$ cat src/rtl/simon_pkg.sv
// Shared colour codes, FSM encoding and colour decode for Simon playback.
// Used by simon_playback_ctrl and simon_tick_gen.
package simon_pkg;

    localparam logic [1:0] COL_RED    = 2'd0;
    localparam logic [1:0] COL_GREEN  = 2'd1;
    localparam logic [1:0] COL_BLUE   = 2'd2;
    localparam logic [1:0] COL_YELLOW = 2'd3;

    localparam logic [2:0] ENC_IDLE  = 3'd0;
    localparam logic [2:0] ENC_FETCH = 3'd1;
    localparam logic [2:0] ENC_ON    = 3'd2;
    localparam logic [2:0] ENC_GAP   = 3'd3;
    localparam logic [2:0] ENC_DONE  = 3'd4;

    typedef enum logic [2:0] {
        ST_IDLE  = ENC_IDLE,
        ST_FETCH = ENC_FETCH,
        ST_ON    = ENC_ON,
        ST_GAP   = ENC_GAP,
        ST_DONE  = ENC_DONE
    } state_t;

    function automatic logic [3:0] col_onehot(input logic [1:0] col);
        col_onehot = 4'b0001 << col;
    endfunction

endpackage

$ cat src/rtl/simon_tick_gen.sv
// Restartable clock-enable prescaler: one-cycle tick every TICK_DIV enabled cycles.
// clr has priority and holds the count at zero.
module simon_tick_gen
    import simon_pkg::*;
#(
    parameter int TICK_DIV = 25_000_000
) (
    input  logic clk,
    input  logic rst_n,
    input  logic clr,
    input  logic en,
    output logic tick
);

    localparam int CW = (TICK_DIV > 1) ? $clog2(TICK_DIV) : 1;
    localparam logic [CW-1:0] LAST = CW'(TICK_DIV - 1);

    logic [CW-1:0] cnt;

    always_ff @(posedge clk or negedge rst_n) begin
        if (!rst_n) begin
            cnt <= '0;
        end else if (clr) begin
            cnt <= '0;
        end else if (en) begin
            cnt <= (cnt == LAST) ? '0 : cnt + 1'b1;
        end
    end

    assign tick = en && !clr && (cnt == LAST);

endmodule

$ cat src/rtl/simon_playback_ctrl.sv
// Plays the stored Simon pattern on four LEDs: timed ON phase then dark GAP per colour.
// Optional SIMON_SPEEDUP_EN: long sequences use a halved ON phase.
module simon_playback_ctrl
    import simon_pkg::*;
#(
    parameter int TICK_DIV    = 25_000_000,
    parameter int ON_TICKS    = 2,
    parameter int OFF_TICKS   = 1,
    parameter int ADDR_W      = 5,
    parameter int SPEEDUP_LEN = 8
) (
    input  logic              clk,
    input  logic              rst_n,
    input  logic              start,
    input  logic              abort,
    input  logic [ADDR_W:0]   seq_len,
    output logic [ADDR_W-1:0] rd_addr,
    input  logic [1:0]        rd_data,
    output logic [3:0]        led_onehot,
    output logic              busy,
    output logic              done
);

    localparam int LW   = ADDR_W + 1;
    localparam int PMAX = (ON_TICKS > OFF_TICKS) ? ON_TICKS : OFF_TICKS;
    localparam int PW   = $clog2(PMAX + 1);
    localparam int ON_H = ((ON_TICKS >> 1) < 1) ? 1 : (ON_TICKS >> 1);

    localparam logic [PW-1:0] ON_LAST   = PW'(ON_TICKS - 1);
    localparam logic [PW-1:0] FAST_LAST = PW'(ON_H - 1);
    localparam logic [PW-1:0] OFF_LAST  = PW'(OFF_TICKS - 1);
    localparam logic [LW-1:0] MAX_LEN   = LW'(1 << ADDR_W);
    localparam logic [LW-1:0] SPD_LEN   = LW'(SPEEDUP_LEN);

`ifdef SIMON_SPEEDUP_EN
    localparam bit SPD_EN = 1'b1;
`else
    localparam bit SPD_EN = 1'b0;
`endif

    state_t            state, state_n;
    logic [LW-1:0]     len, len_n;
    logic [ADDR_W-1:0] idx, idx_n;
    logic [ADDR_W-1:0] addr_n;
    logic [3:0]        led_n;
    logic [PW-1:0]     ph, ph_n;
    logic [PW-1:0]     on_last;
    logic              run, tick;

    assign run = (state == ST_ON) || (state == ST_GAP);

    simon_tick_gen #(
        .TICK_DIV(TICK_DIV)
    ) u_tick (
        .clk  (clk),
        .rst_n(rst_n),
        .clr  (!run),
        .en   (run),
        .tick (tick)
    );

    always_comb begin
        on_last = ON_LAST;
        if (SPD_EN && (len >= SPD_LEN)) begin
            on_last = FAST_LAST;
        end
    end

    always_comb begin
        state_n = state;
        len_n   = len;
        idx_n   = idx;
        addr_n  = rd_addr;
        led_n   = led_onehot;
        ph_n    = ph;
        if (abort && (state != ST_IDLE)) begin
            state_n = ST_IDLE;
            led_n   = 4'b0000;
            ph_n    = '0;
        end else begin
            unique case (state)
                ST_IDLE: begin
                    if (start) begin
                        len_n   = (seq_len > MAX_LEN) ? MAX_LEN : seq_len;
                        idx_n   = '0;
                        addr_n  = '0;
                        ph_n    = '0;
                        state_n = (seq_len == '0) ? ST_DONE : ST_FETCH;
                    end
                end
                ST_FETCH: begin
                    led_n   = col_onehot(rd_data);
                    ph_n    = '0;
                    state_n = ST_ON;
                end
                ST_ON: begin
                    if (tick) begin
                        if (ph == on_last) begin
                            ph_n    = '0;
                            led_n   = 4'b0000;
                            state_n = ST_GAP;
                        end else begin
                            ph_n = ph + 1'b1;
                        end
                    end
                end
                ST_GAP: begin
                    if (tick) begin
                        if (ph == OFF_LAST) begin
                            ph_n = '0;
                            if ({1'b0, idx} == len - 1'b1) begin
                                state_n = ST_DONE;
                            end else begin
                                idx_n   = idx + 1'b1;
                                addr_n  = rd_addr + 1'b1;
                                state_n = ST_FETCH;
                            end
                        end else begin
                            ph_n = ph + 1'b1;
                        end
                    end
                end
                ST_DONE: begin
                    state_n = ST_IDLE;
                end
                default: begin
                    state_n = ST_IDLE;
                    led_n   = 4'b0000;
                end
            endcase
        end
    end

    // done/busy are registered from the next state so they align with it
    always_ff @(posedge clk or negedge rst_n) begin
        if (!rst_n) begin
            state      <= ST_IDLE;
            len        <= '0;
            idx        <= '0;
            rd_addr    <= '0;
            led_onehot <= 4'b0000;
            ph         <= '0;
            busy       <= 1'b0;
            done       <= 1'b0;
        end else begin
            state      <= state_n;
            len        <= len_n;
            idx        <= idx_n;
            rd_addr    <= addr_n;
            led_onehot <= led_n;
            ph         <= ph_n;
            busy       <= (state_n != ST_IDLE);
            done       <= (state_n == ST_DONE);
        end
    end

endmodule

$ cat config.mk
export PLATFORM = sky130hd
export DESIGN_NAME = simon_playback_ctrl
export DESIGN_NICKNAME = d
export VERILOG_FILES = /design/src/rtl/simon_pkg.sv /design/src/rtl/simon_tick_gen.sv /design/src/rtl/simon_playback_ctrl.sv
export SDC_FILE = /design/constraint.sdc
export NUM_CORES = 1
export LEC_CHECK = 0
export BUFFER_PORTS_ARGS = -buffer_cell sky130_fd_sc_hd__buf_2
export CORE_MARGIN = 8
export CORE_UTILIZATION = 54
export CTS_BUF_LIST = sky130_fd_sc_hd__clkbuf_2
export CTS_CLUSTER_DIAMETER = 100
export DETAILED_ROUTE_END_ITERATION = 8
export GPL_TIMING_DRIVEN = 0
export HOLD_SLACK_MARGIN = 0.06
export PLACE_DENSITY = 0.81
export SYNTH_ARGS = -nofsm -noshare
export SYNTH_HDL_FRONTEND = slang
export SYNTH_HIERARCHICAL = 1
export SYNTH_SLANG_ARGS = --single-unit
$ cat constraint.sdc
create_clock -name clk -period 4.27 [get_ports clk]
set_input_delay 0.427 -clock clk [delete_from_list [all_inputs] [get_ports clk]]
set_output_delay 0.427 -clock clk [all_outputs]
set_load 0.1 [all_outputs]
; ---- Word-level counts from Yosys, hierarchy flattened
; Cells that the tools add are included.
[classes]
n_bitwise = 1
n_eq_ne = 17
add_sub_neg = 5
n_reduce_logical = 15
magnitude_cmp = 1
muxes = 32
shift = 1
[op_table]
columns = operator, count
row1 = 25-bit two-way mux, 2
row2 = 5-bit two-way mux, 7
row3 = 25-bit by 1-bit adder with 25-bit output (second input constant), 1
row4 = 25-bit == test (second input constant), 1
row5 = 3-bit two-way mux, 8
row6 = 5-bit one-hot mux with 2 select lines, 2
row7 = 2-bit two-way mux, 6
row8 = 4-bit two-way mux, 3
row9 = 3-bit one-hot mux with 4 select lines, 1
row10 = 4-bit one-hot mux with 3 select lines, 1
row11 = 5-bit by 1-bit adder with 5-bit output (second input constant), 2
row12 = 2-bit one-hot mux with 4 select lines, 1
row13 = 3-bit by 2-bit == test with 1-bit output (second input constant), 2
row14 = 3-bit == test (second input constant), 2
row15 = 5-bit by 6-bit == test with 1-bit output, 1
row16 = 6-bit greater-than comparator (second input constant), 1
row17 = 6-bit logical NOT, 1
row18 = 6-bit two-way mux, 1
row19 = 2-bit != test (second input constant), 3
row20 = 3-bit by 2-bit != test with 1-bit output (second input constant), 2
row21 = 3-bit AND reduction, 2
row22 = 6-bit AND reduction, 1
row23 = 3-bit nonzero test, 2
row24 = 6-bit by 1-bit subtractor with 6-bit output (second input constant), 1
row25 = other kinds (16), 18
[totals]
word_cells = 81
regBits = 52
inputBits = 12
out_inout_bits = 11

; ---- Longest topological paths before layout
; Gate-level depths: netlist of run 1.
[depth]
word_depth = 8
ltp_mapped = 12
depth_no_buf = 10

; ---- By module
; Netlist of run 1, hierarchy kept.
[by_module_without_submodules]
columns = mod, area_per_inst_um2, cells_each, instances, seq_area_each_um2
row1 = simon_playback_ctrl, 1579.0, 164, 1, 675.6
row2 = simon_tick_gen, 1463.9, 163, 1, 625.6

; ---- Worst setup path after synthesis of run 1
; OpenSTA, ideal clock, no wires.
[synth_path]
path_kind = register to register
startpoint = register u_tick.cnt[7]
endpoint = register rd_addr[3]
arrival_ps = 2540
path_stages_with_launch = 12
synth_period_minus_slack_ps = 2708
setup_slack_ps = 1562
setup_time_ps = 169
t_required_ps = 4101
n_path_buf = 2
cell_sequence = dfrtp_1 buf_6 or4_4 nor4_4 nand2_1 nor2_1 and3_1 and3_1 buf_1 nand4_1 a21o_1 mux2i_1
[synth_via]
elab_chain_cells = 4
[synth_lines]
columns = element, line_no
row1 = start: declaration, simon_tick_gen.sv:18  ; logic [CW-1:0] cnt;
row2 = start signal: assignment, simon_tick_gen.sv:26  ; cnt <= (cnt == LAST) ? '0 : cnt + 1'b1;
row3 = 25-bit == test, simon_tick_gen.sv:30  ; assign tick = en && !clr && (cnt == LAST);
row4 = 1-bit logical AND, simon_tick_gen.sv:30
row5 = named net tick, simon_playback_ctrl.sv:48  ; logic run, tick;
row6 = 2-bit != test (no source line), --
row7 = 6-bit AND reduction (no source line), --
row8 = end signal: assignment, simon_playback_ctrl.sv:149  ; rd_addr <= addr_n;
row9 = end: declaration, simon_playback_ctrl.sv:17  ; output logic [ADDR_W-1:0] rd_addr,
; The timed path passes the listed nets, and every way through them passes these cells.
; A chain may end at the register's enable or synchronous reset.

; ---- Worst setup path after layout of run 1
[layout_path]
startpoint = register state[2]
endpoint = register rd_addr[4]
[layout_via]
elab_chain_cells = 5
elab_cells_between_ends = 15
cone_classes = 6 x eq/ne / 1 x mux / 1 x bitwise / 7 x reduce/logical
[layout_lines]
columns = element, line_no
row1 = start: declaration, simon_playback_ctrl.sv:41  ; state_t state, state_n;
row2 = start signal: assignment, simon_playback_ctrl.sv:146  ; state <= state_n;
row3 = 3-bit by 2-bit == test with 1-bit output, simon_playback_ctrl.sv:50  ; assign run = (state == ST_ON) || (state == ST_GAP);
row4 = 1-bit logical OR (*), simon_playback_ctrl.sv:50
row5 = named net run, simon_playback_ctrl.sv:48
row6 = 1-bit logical AND (*), simon_tick_gen.sv:30
row7 = named net tick, simon_playback_ctrl.sv:48
row8 = 2-bit != test (no source line) (*), --
row9 = 6-bit AND reduction (no source line) (*), --
; Mark *: on every way through the listed nets, which the timed path passes. The rest lies on a longest branch.

==> results_dict.tcl, run 1 <==
set metrics [dict create \
    status "complete, no violations" \
    holdCritStartpoint "rd_data[1]" \
    route.detailed.drc 0 \
    gp_congestion 0.829 \
    setup_viol 0 \
    crit_family "simple AND/OR/NAND/NOR gates" \
    hold_buffers 0 \
    grt_max_degree 53 \
    pin_count 23 \
    fin_crit_sh_pct 75.4 \
    synthAdderAreaFrac_pct 3.29 \
    endpoint_kind "flop" \
    syn-num-nets 347 \
    cts_root_buf "clkbuf_2" \
    netlist_instances 327 \
    crit_path_top_delay_cell "dfrtp_1" \
    worst_pin_slew_ns 1.13 \
    via_per_inst 5.90 \
    vias 2530 \
    r2r_start "state[2]" \
    cp.arrival_ns 3.62 \
    synth_cell_type_count 58 \
    final-seq-area_um2 1300 \
    multi_input_area_um2 1610 \
    p_leak_nw 1.44 \
    yosysWarnings 6 \
    hold_class "in -> reg" \
    synth_xor_area_share_pct 1.73 \
    crit_chain "clkbuf_1 > nor2b_1 > clkbuf_1 > inv_1 > nand2b_1 > nor2_1 > and3_1 > and3_1 > buf_1 > nand4_1 > a21oi_1 > mux2i_1" \
    synthSimpleGateAreaFrac_pct 26.0 \
    final_cell_mix "dfrtp_1 (52), nand2_1 (46), buf_2 (25)" \
    cts_buffers 5 \
    antenna_found_initial 0 \
    fp.coreArea_um2 5470 \
    nNetsFinal 376 \
    r2r-end "rd_addr[4]" \
    layoutNonFillerInstCount 429 \
    p_total_mw 1.33 \
    cp_max_fo 12 \
    dp.cells 421 \
    htree_levels 2 \
    start_util_pct 55.6 \
    antennaDiodeCount 0 \
    hold_depth 2 \
    switching_share_pct 43.7 \
    muxShareOfSynthArea_pct 3.82 \
    port_buffers 22 \
    ys_async_sr_fraction_pct 100 \
    grtUsageTotal_pct 16.5 \
    synth-main-ff-cell "dfrtp_1" \
    setup_tns_ns 0 \
    synth_compound_area_share_pct 18.2 \
    p_seq_share_pct 44.1 \
    p_comb_share_pct 40.9 \
    area_growth_syn_to_layout_pct 8.10 \
    synth_top_family_by_area "simple AND/OR/NAND/NOR gates" \
    wl_per_cell_um 15.4 \
    hold_viol 0 \
    synth-seq-cells 52 \
    r2r_cells 12 \
    rows 27 \
    rsz0062_at_grt "false" \
    finClkSkew_ns 0.0257 \
    grt_pass1_wl_um 11600 \
    place_hpwl_um 4770 \
    synth_edf_count 0 \
    fin_crit_ns 3.22 \
    power_density_nw_per_um2 406 \
    max-vdd-ir-drop_mv 0.427 \
    ys_seq_area_share_pct 42.8 \
    drv_cap 0 \
    final_common_cell "dfrtp_1" \
    drtIter0Drc 170 \
    cts_setup_buffers 0 \
    layout-drive-gt1-share_pct 15.7 \
    clkPwrFrac_pct 15.1 \
    clockBufferDepth 2 \
    final-max-slew-violation-count 0 \
    fmax_mhz 311 \
    maxSlewHeadroom_pct 24.9 \
    grt-ovfl-total 0 \
    p_int_mw 0.751 \
    startpoint_type "flop" \
    dieArea_um2 8290 \
    wirelength_um 6610 \
    cts_tree "yes" \
    post_cts_resized 0 \
    reg2reg_setup_slack_ns 1.05 \
    grt_pass1_vias 2467 \
    clkSinkCount 52 \
    fillers 485 \
    clk_pin_slew_ns 0.27 \
    p_sw_mw 0.584 \
    drtPass1Iterations 4 \
    die_x_um 91.1 \
    critPathBufInv 4 \
    syn_area_um2 3040 \
    cpPeakStageDelay_ns 0.43 \
    path_class "reg -> reg" \
    insertion_delay_ns 0.45 \
    cp_data_required_time_ns 4.67 \
    avgSynthCellArea_um2 9.31 \
    holdPathEnd "led_onehot[0]" \
    die_h_um 91.1 \
    antenna_left 0 \
]
[flip-flops by register name (all words and copies together), names as in the netlist]
name,count
state,3
done,1
led_onehot,4
ph,2
len,6
u_tick/cnt,25
busy,1
rd_addr,5
idx,5
[per-layer routing]
| metal | wire length, um | track usage (%) | vias to the layer above |
|---|---|---|---|
| li1 | - | - | 1266 |
| met1 | 3090 | 21.7 | 1207 |
| met2 | 3190 | 27.0 | 49 |
| met3 | 226 | 2.30 | 8 |
| met4 | 98 | 6.28 | 0 |
| met5 | 0 | 0 | - |
[cell usage after synthesis, types with 2 or more instances]
cell type / number / area [um^2]
inv_1: 10 / 37.5
a21o_1: 4 / 30.0
a31oi_1: 20 / 125
xor2_1: 3 / 26.3
nand2b_1: 14 / 87.6
a41oi_1: 3 / 26.3
nand4_1: 12 / 75.1
nand2_1: 46 / 173
nor4_1: 3 / 18.8
or4_4: 2 / 22.5
ha_1: 8 / 100
and3_1: 5 / 31.3
or3b_1: 2 / 17.5
o21ai_0: 16 / 80.1
nor2b_1: 4 / 25.0
mux2_2: 5 / 56.3
and4_1: 3 / 26.3
nor2_1: 16 / 60.1
a21oi_1: 17 / 85.1
clkbuf_1: 6 / 22.5
a22o_1: 5 / 43.8
xnor2_1: 3 / 26.3
a221o_1: 2 / 20.0
mux2i_1: 6 / 60.1
or2_2: 2 / 12.5
buf_2: 3 / 15.0
buf_6: 4 / 45.0
nor3_1: 6 / 30.0
dfrtp_1: 52 / 1300
nand3_1: 14 / 70.1
o21ai_1: 3 / 15.0
buf_1: 2 / 7.51
[through the flow]
stage / setup slack [ns] / hold WS [ns] / util [%] / area [um^2]
after floorplan: 1.56 / 0.131 / - / 3040
after global placement: 1.22 / 0.463 / 59.3 / 3240
after detailed placement: 1.15 / 0.466 / 59.3 / 3240
after CTS: 1.08 / 0.125 / 60.1 / 3290
after global routing: 0.714 / 0.118 / 60.1 / 3290
final: 1.05 / 0.147 / 60.1 / 3290
[how the worst max path moves through the flow]
stage	start	to	cells after the start
2_1_floorplan	u_tick/cnt[7]	rd_addr[3]	11
3_3_place_gp	state[2]	rd_addr[4]	12
3_5_place_dp	state[2]	rd_addr[4]	12
4_1_cts	state[2]	rd_addr[4]	12
5_1_grt	state[2]	idx[4]	12
6_report	state[2]	rd_addr[4]	12
[worst register-to-register path, stage by stage, from the launching register on]
cell	delay (ns)
dfrtp_1	0.43
clkbuf_1	0.20
nor2b_1	0.14
clkbuf_1	0.40
inv_1	0.24
nand2b_1	0.23
nor2_1	0.31
and3_1	0.27
and3_1	0.16
buf_1	0.24
nand4_1	0.15
a21oi_1	0.18
mux2i_1	0.21
[power by group through the flow]
| stage | sequential (mW) | clock [mW] | combinational, mW |
|---|---|---|---|
| after floorplan | 0.714 | 0 | 0.312 |
| after global placement | 0.595 | 0 | 0.531 |
| after detailed placement | 0.598 | 0 | 0.546 |
| after CTS | 0.588 | 0.210 | 0.548 |
| after global routing | 0.596 | 0.229 | 0.593 |
| final | 0.588 | 0.201 | 0.545 |
[kinds of logic (layout without fill, tap and decap cells)]
| group | after synthesis | after routing |
|---|---|---|
| muxes | 11 | 11 |
| adders and majority gates | 8 | 8 |
| and+or+nand+nor | 141 | 141 |
| DFF | 52 | 52 |
| buffers and inverters | 25 | 55 |
| xor gates and xnor gates | 6 | 6 |
| AOI/OAI and AO/OA | 84 | 84 |
[final cells by class]
cell class / count / area share (%)
Inverter: 10 / 1.14
Timing Repair Buffer: 22 / 3.35
Clock inverter: 2 / 0.494
Buffer: 15 / 2.74
Clock buffer: 6 / 0.913
Multi-Input combinational cell: 250 / 49.1
Sequential cell: 52 / 39.6
Tap cell: 72 / 2.74
No activity file was read; power rests on OpenSTA's default activity.
==> inputs of run 2 (changes only) <==
==> constraint.sdc (replaced) <==
create_clock -name clk -period 3.24 [get_ports clk]
set_input_delay 0.324 -clock clk [delete_from_list [all_inputs] [get_ports clk]]
set_output_delay 0.324 -clock clk [all_outputs]
set_load 0.1 [all_outputs]
==> run 2 against run 1 <==
Final cell count increased by 0.23%. Sequential share of layout area down 0.24 points. Clock-buffer cell count unchanged. First-iteration DRC count shrank 8.8%. Cell area up 0.61%. Worst hold slack got worse by 0.10 ns. Clock skew increased by 0.00059 ns. Register-to-register slack got worse by 0.81 ns. Sequential power grew 32%. Critical endpoint unchanged. Largest cell class unchanged. Largest power group unchanged.
==> results_dict.tcl, run 2 (synthesis gave the netlist of run 1 again) <==
set metrics [dict create \
    status "complete, no violations" \
    antenna_left 0 \
    clockBufferDepth 2 \
    layout-drive-gt1-share_pct 16.5 \
    die_h_um 91.1 \
    switching_share_pct 43.8 \
    die_x_um 91.1 \
    p_sw_mw 0.773 \
    reg_top3 "u_tick/cnt (25), len (6)" \
    port_buffers 22 \
    p_leak_nw 1.45 \
    r2r_start "u_tick/cnt[9]" \
    p_comb_share_pct 41.0 \
    drv_cap 0 \
    worst_pin_slew_ns 1.14 \
    vias 2547 \
    hold_class "in -> async" \
    insertion_delay_ns 0.45 \
    grt_max_degree 53 \
    reg2reg_setup_slack_ns 0.25 \
    antennaDiodeCount 0 \
    cts_root_buf "clkbuf_2" \
    clk_pin_slew_ns 0.27 \
    power_density_nw_per_um2 533 \
    final_common_cell "dfrtp_1" \
    cp_data_required_time_ns 3.64 \
    wl_per_cell_um 15.5 \
    setup_viol 0 \
    r2r_cells 10 \
    route.detailed.drc 0 \
    pin_count 23 \
    cp_max_fo 7 \
    fin_crit_sh_pct 92.4 \
    p_seq_share_pct 44.0 \
    fp.coreArea_um2 5470 \
    p_int_mw 0.991 \
    place_hpwl_um 4770 \
    drtIter0Drc 155 \
    final_cell_mix "dfrtp_1 (52), nand2_1 (46), buf_2 (25)" \
    cts_buffers 5 \
    startpoint_type "flop" \
    r2r-end "rd_addr[4]" \
    area_growth_syn_to_layout_pct 8.76 \
    clkSinkCount 52 \
    fin_crit_ns 2.99 \
    final.setup.worst_slack_ns 0.245 \
    clkPwrFrac_pct 15.1 \
    hold_viol 0 \
    cts_setup_buffers 0 \
    wirelength_um 6680 \
    maxSlewHeadroom_pct 24.0 \
    via_per_inst 5.92 \
    antenna_found_initial 0 \
    grtUsageTotal_pct 16.7 \
    rows 27 \
    dieArea_um2 8290 \
    grt_pass1_wl_um 11700 \
    grt-ovfl-total 0 \
    path_class "reg -> reg" \
    fmax_mhz 334 \
    max-vdd-ir-drop_mv 0.561 \
    endpoint_kind "flop" \
    final-max-slew-violation-count 0 \
    rsz0062_at_grt "false" \
    drtPass1Iterations 4 \
    grt_pass1_vias 2489 \
    largest_register_ffs 25 \
    cts_tree "yes" \
    nNetsFinal 377 \
    finClkSkew_ns 0.0263 \
    largest-register "u_tick/cnt" \
    dpl_worst_slack_ns 0.118 \
    start_util_pct 55.6 \
    htree_levels 2 \
    gp_congestion 0.829 \
    cp.arrival_ns 3.39 \
    setup_tns_ns 0 \
]
run 2: changes by cell type in the layout (fill, tap and decap cells not counted):
cell / change
nor4_2: +1
clkbuf_1: -1
dlygate4sd3_1: +1
nor2_2: +1
nor4_1: -1
nor2_1: -1
clkbuf_2: +1
run 2: worst max-delay path by stage:
stage / depth (start not counted) / startpoint / to
finish: 10 / u_tick/cnt[9] / rd_addr[4]
floorplan: 11 / u_tick/cnt[7] / rd_addr[3]
detailed placement: 12 / state[2] / rd_addr[4]
global route: 10 / u_tick/cnt[9] / idx[4]
global placement: 12 / state[2] / rd_addr[4]
CTS: 12 / state[2] / rd_addr[4]
run 2: power groups by stage:
stage / clock network, mW / registers [mW] / logic, mW
final: 0.266 / 0.775 / 0.722
after global routing: 0.301 / 0.787 / 0.784
after CTS: 0.276 / 0.775 / 0.723
after detailed placement: 0 / 0.788 / 0.720
after global placement: 0 / 0.784 / 0.700
after floorplan: 0 / 0.941 / 0.411
run 2: area by class of cell:
cell class              count  area [um^2]
flip-flops and latches     52         1300
multi-input cells         250         1620
fillers                   480         2160
inverters                  10         37.5
well taps                  72         90.1
repair buffers             23          120
clock buffers               6         30.0
clock inverters             2         16.3
plain buffers              15         91.3
run 2: through the flow:
step | instance area [um^2] | cells | utilization [%] | hold WS [ns] | total power, mW
detailed placement | 3240 | 421 | 59.3 | 0.466 | 1.51
CTS | 3300 | 430 | 60.3 | 0.0739 | 1.77
global placement | 3240 | 421 | 59.3 | 0.463 | 1.48
floorplan | 3040 | 327 | - | 0.0284 | 1.35
global route | 3310 | 430 | 60.5 | 0.0669 | 1.87
finish | 3310 | 430 | 60.5 | 0.0450 | 1.76
run 2: timing repair:
action,CTS,global route
gates resized for setup,0,4
hold buffers,1,0
setup endpoints to repair,0,10
hold endpoints to repair,2,0
run 2: worst max-delay path, cell delays in order (launching register included):
cell	delay, ns
dfrtp_1	0.50
or4_4	0.58
nor4_4	0.30
nand2_1	0.12
nor2_2	0.24
and3_1	0.25
and3_1	0.16
buf_1	0.25
nand4_1	0.15
a21oi_1	0.19
mux2i_1	0.21
run 2: layer usage:
layer  global-route usage (%)  wire length (um)  vias to the layer above
met3                     2.30               231                        8
met1                     21.7              3120                     1222
met5                        0                 0                        -
li1                         -                 -                     1272
met4                     6.96               112                        0
met2                     27.2              3220                       45
